<file path="src/rtl/mul_pkg.sv">
// Shared types and constants for the sequential multiplier.
// Includes the prefix-merge step used by the lookahead adder.
package mul_pkg;

  typedef enum logic [1:0] {
    IDLE = 2'd0,
    BUSY = 2'd1,
    DONE = 2'd2
  } mul_state_t;

  localparam int MUL_WIDTH = 32;
  localparam int MUL_CNT_W = 6;
  localparam int MUL_LAST  = 31;

  // One Kogge-Stone level: merge each (g,p) with the one d bits below.
  function automatic logic [63:0] pg_merge(
    input logic [31:0] g,
    input logic [31:0] p,
    input int          d
  );
    logic [31:0] gn;
    logic [31:0] pn;
    for (int i = 0; i < 32; i++) begin
      if (i >= d) begin
        gn[i] = g[i] | (p[i] & g[i-d]);
        pn[i] = p[i] & p[i-d];
      end else begin
        gn[i] = g[i];
        pn[i] = p[i];
      end
    end
    return {gn, pn};
  endfunction

endpackage

</file>
<file path="src/rtl/add_pg_32.sv">
// 32-bit parallel-prefix lookahead adder.
// Exposes group propagate/generate for chaining.
module add_pg_32
  import mul_pkg::*;
(
  input  logic [31:0] a,
  input  logic [31:0] b,
  input  logic        carry_in,
  output logic [31:0] sum,
  output logic        carry_out,
  output logic        prop_out,
  output logic        gen_out
);

  logic [31:0] g0, p0;
  logic [31:0] g1, p1;
  logic [31:0] g2, p2;
  logic [31:0] g3, p3;
  logic [31:0] g4, p4;
  logic [31:0] g5, p5;
  logic [32:0] c;

  assign g0 = a & b;
  assign p0 = a ^ b;

  assign {g1, p1} = pg_merge(g0, p0, 1);
  assign {g2, p2} = pg_merge(g1, p1, 2);
  assign {g3, p3} = pg_merge(g2, p2, 4);
  assign {g4, p4} = pg_merge(g3, p3, 8);
  assign {g5, p5} = pg_merge(g4, p4, 16);

  // g5/p5[i] span bits i..0, so each carry is one AND-OR away.
  assign c = {g5 | (p5 & {32{carry_in}}),
              carry_in};

  assign sum       = p0 ^ c[31:0];
  assign carry_out = c[32];
  assign prop_out  = p5[31];
  assign gen_out   = g5[31];

endmodule

</file>
<file path="src/rtl/mul_seq_32.sv">
// Iterative unsigned 32x32->64 shift-add multiplier.
// One multiplier bit per cycle through add_pg_32.
module mul_seq_32
  import mul_pkg::*;
#(
  parameter int WIDTH = MUL_WIDTH
)(
  input  logic               clk,
  input  logic               rst,
  input  logic               in_valid,
  output logic               in_ready,
  input  logic [WIDTH-1:0]   a,
  input  logic [WIDTH-1:0]   b,
  output logic               out_valid,
  input  logic               out_ready,
  output logic [2*WIDTH-1:0] product,
  output logic               hi_nz
);

  mul_state_t state, state_n;

  logic is_idle, is_busy, is_done;
  logic accept, last;

  logic [MUL_WIDTH-1:0] mcand;
  logic [MUL_WIDTH-1:0] hi, lo;
  logic [MUL_WIDTH-1:0] hi_n, lo_n;
  logic [MUL_WIDTH-1:0] sum;
  logic                 carry;
  logic [MUL_CNT_W-1:0] cnt;

  logic [2*MUL_WIDTH-1:0] prod_q;
  logic                   nz_q;

  logic unused_p, unused_g;

  assign is_idle = (state == IDLE);
  assign is_busy = (state == BUSY);
  assign is_done = (state == DONE);

  assign accept = is_idle & in_valid;
  assign last   = (cnt == MUL_CNT_W'(MUL_LAST));

  add_pg_32 u_add (
    .a         (hi),
    .b         (mcand),
    .carry_in  (1'b0),
    .sum       (sum),
    .carry_out (carry),
    .prop_out  (unused_p),
    .gen_out   (unused_g)
  );

  // Carry lands in hi[31]; the dropped bit is the consumed lo[0].
  always_comb begin
    hi_n = {1'b0, hi[MUL_WIDTH-1:1]};
    lo_n = {hi[0], lo[MUL_WIDTH-1:1]};
    if (lo[0]) begin
      hi_n = {carry, sum[MUL_WIDTH-1:1]};
      lo_n = {sum[0], lo[MUL_WIDTH-1:1]};
    end
  end

  always_ff @(posedge clk) begin
    if (rst) state <= IDLE;
    else     state <= state_n;
  end

  always_comb begin
    state_n = state;
    unique case (1'b1)
      is_idle: if (in_valid)  state_n = BUSY;
      is_busy: if (last)      state_n = DONE;
      is_done: if (out_ready) state_n = IDLE;
      default:                state_n = IDLE;
    endcase
  end

  always_comb begin
    in_ready  = is_idle;
    out_valid = is_done;
  end

  always_ff @(posedge clk) begin
    if (rst) begin
      mcand  <= '0;
      hi     <= '0;
      lo     <= '0;
      cnt    <= '0;
      prod_q <= '0;
      nz_q   <= 1'b0;
    end else if (accept) begin
      mcand <= a;
      hi    <= '0;
      lo    <= b;
      cnt   <= '0;
    end else if (is_busy) begin
      hi  <= hi_n;
      lo  <= lo_n;
      cnt <= cnt + MUL_CNT_W'(1);
      if (last) begin
        prod_q <= {hi_n, lo_n};
        nz_q   <= |hi_n;
      end
    end
  end

  assign product = prod_q;
  assign hi_nz   = nz_q;

endmodule
</file>
<file path="config.mk">
export PLATFORM = sky130hd
export DESIGN_NAME = mul_seq_32
export DESIGN_NICKNAME = d
export VERILOG_FILES = /design/src/rtl/mul_pkg.sv /design/src/rtl/add_pg_32.sv /design/src/rtl/mul_seq_32.sv
export SDC_FILE = /design/constraint.sdc
export NUM_CORES = 1
export LEC_CHECK = 0
export ABC_AREA = 1
export BUFFER_PORTS_ARGS = -buffer_cell sky130_fd_sc_hd__buf_4
export CAP_MARGIN = 20
export CORE_UTILIZATION = 50
export DETAILED_ROUTE_END_ITERATION = 16
export HOLD_SLACK_MARGIN = 0.12
export PLACE_DENSITY = 0.81
export SETUP_SLACK_MARGIN = 0.5
export SYNTH_ARGS = -nofsm -noshare
export SYNTH_HDL_FRONTEND = slang
export SYNTH_HIERARCHICAL = 1
export SYNTH_SLANG_ARGS = --single-unit
</file>
<file path="constraint.sdc">
create_clock -name clk -period 2.5 [get_ports clk]
set_input_delay 0.125 -clock clk [delete_from_list [all_inputs] [get_ports clk]]
set_output_delay 0.125 -clock clk [all_outputs]
set_load 0.01 [all_outputs]
</file>
==> run metrics <==
Static Leak=6.22 nW; FMAX=around 420 MHz; total gr overflow=0; largest stage delay on the critical path=roughly 0.34 ns; PortBufs=~130; Peak VDD IR=around 0.00046 V; clk_skew=roughly 0.011 ns; register area=roughly 3500 um^2; Avg Inst Size Synth=between 6 and 7 um^2; fin crit share=96.0%; Slowest cell on crit path=dfxtp_2; max-slew violations=0; CP Cell Sequence=ha_4 -> nand2_1 -> nand2_1 -> inv_1 -> nor2_1 -> nor2_2 -> o21ai_2 -> nor2_1 -> nand2_1 -> nand2_1 -> nand2_1 -> nand2_2 -> o21ai_2 -> nor2_1 -> nand2_1 -> nor2_2 -> nand3_2 -> nor2_2 -> nor2_1; Slew headroom=a little over a third; vias per cell=5.47; Cell Area, Synth=roughly 9200 um^2; shortest period the worst path allows=~2.4 ns; global-route wire length before repair=around 48,000 um; crit start category=flip-flop; total routed wirelength=about 33,000 um; Vias=roughly 10,000; Antenna diodes=0; share of cells above drive strength 1=a little over a third; CP top delay family=simple AND/OR/NAND/NOR gates; total CTS buffers=17; CTS Root Cell=clkbuf_16; CP Capture Type=flip-flop; Worst Path Max Fanout=5; Initial DRC Count=slightly above 1,000; nets=1,769; die area=18,900 um^2; Cells after Synth=between 1,000 and 1,500; H-Tree Depth=4; number of routed nets with antenna violations=0; setup violators final=0; GR peak layer=met2; largest net degree at the start of global routing=92; gr usage total=roughly 33%; Starting Density=51.1%; HP Class=in2reg; final hold vios=0; Die W=around 140 um; hpwl dp=20,300 um; worst hold slack=0.239 ns; Worst-path clk slew=around 0.080 ns; CP Class=reg2reg; Syn-to-layout area delta=48.2%; # IOs=roughly 140; crit-path most repeated cell=nand2_1; M3 GR Usage=~5.6%; TritonCTS Sinks=roughly 170; max-cap viol count=0; initial antenna violation count=1; P per Cell Area=roughly 530 nW/um^2; gpl congestion=roughly 0.95; clk_lat worst skew=approximately 0.45 ns; drt first pass iters=6; met1 Resource Use GR=approximately two fifths; footprint of the multi-input gates=6230 um^2; vias in the first global route=~9,500; post-route DRC violation count=0; Filler Cell Count=roughly 1,200; drt wl/cell=17.4 um; GR Layer Usage met2=56.2%; crit path DAT=about 2.7 ns; Worst Path Buf+Inv=1; post-route design area=13,600 um^2; Worst Path Required=roughly 2.8 ns; Worst-Margin Slew=0.961 ns; core footprint=between 15,000 and 20,000 um^2; Syn. warnings=6; DP Area=approximately 11,000 um^2; RSZ-0062 raised after global routing=true; clk buf depth=2; outcome=complete, no violations; Rows=49; Die Y-Extent=approximately 140 um; CTS tree=done
[path summary, 6_finish.rpt]
path                                  from                       end  slack [ns]  depth (start not counted)
setup reg to reg       hi[17]$_SDFFE_PP0N_        hi_nz$_SDFFE_PP0P_         0.1                         19
hold / removal                    in_valid     state[0]$_SDFFE_PP0P_        0.24                          4
setup / recovery       hi[17]$_SDFFE_PP0N_        hi_nz$_SDFFE_PP0P_         0.1                         19
hold reg to reg   product[13]$_SDFFE_PP0P_  product[13]$_SDFFE_PP0P_        0.46                          2
[cell usage in the layout, fill, tap and decap left out, drive strengths merged]
cell type    count
a211oi           5
a21o             2
a21oi          107
a31oi           40
and3             1
buf            221
bufinv           2
clkbuf          19
clkinv           5
clkinvlp         2
conb             8
dfxtp          169
dlygate4sd3     66
fa               1
ha              33
inv            139
nand2          537
nand3           43
nand3b           1
nand4            5
nor2           149
nor3             9
nor3b            1
nor4             1
o211a            7
o211ai           1
o21a             1
o21ai           82
o21bai           1
or2              6
xnor2            1
xor2            15
[power breakdown]
group	internal (mW)	total [mW]	switching [mW]
sequential	2.81	2.93	0.118
combinational	0.610	1.41	0.801
clock	1.53	2.86	1.33
total	4.95	7.20	2.25
[worst reg2reg max path: stages, from the launching register on]
cell     delay (ns)
dfxtp_2        0.34
ha_4           0.27
nand2_1        0.06
nand2_1        0.05
inv_1          0.08
nor2_1         0.06
nor2_2         0.19
o21ai_2        0.08
nor2_1         0.13
nand2_1        0.06
nand2_1        0.06
nand2_1        0.09
nand2_2        0.13
o21ai_2        0.09
nor2_1         0.12
nand2_1        0.08
nor2_2         0.15
nand3_2        0.09
nor2_2         0.10
nor2_1         0.05
[repair_timing]
item | in CTS | in global routing
resized for setup | 180 | 152
pin swaps | 47 | 79
hold buffers | 66 | 0
setup endpoints to repair | 60 | 63
hold endpoints to repair | 87 | 0
setup buffers | 25 | 24
gates cloned | 0 | 2
[layout make-up]
type	count	area share (%)
multi-input combinational	1057	45.8
timing repair buffer	289	18.2
clock inverter	15	1.47
clock buffer	17	3.13
inverter	133	3.81
tap	229	2.11
sequential	169	25.4
[per-stage QoR]
stage	power, mW	instances	setup slack [ns]	TNS [ns]	util [%]
floorplan	3.63	1420	0.504	0	-
global placement	3.96	1759	-0.153	-0.203	60.1
detailed placement	3.98	1759	-0.110	-0.141	60.1
CTS	7.00	1882	0.204	0	71.3
global route	7.43	1909	-0.0330	-0.0330	75.7
finish	7.20	1909	0.0996	0	75.7
[routing by layer]
layer | vias up | wire [um]
li1 | 4999 | -
met1 | 4851 | 13600
met2 | 485 | 16000
met3 | 114 | 2050
met4 | 0 | 1540
met5 | - | 0
[registers in the layout (all words and copies together), names as in the netlist]
| name | flops |
|---|---|
| mcand | 32 |
| lo | 32 |
| product | 64 |
| hi_nz | 1 |
| cnt | 6 |
| hi | 32 |
| state | 2 |
Power figures use the tool's default switching activity.
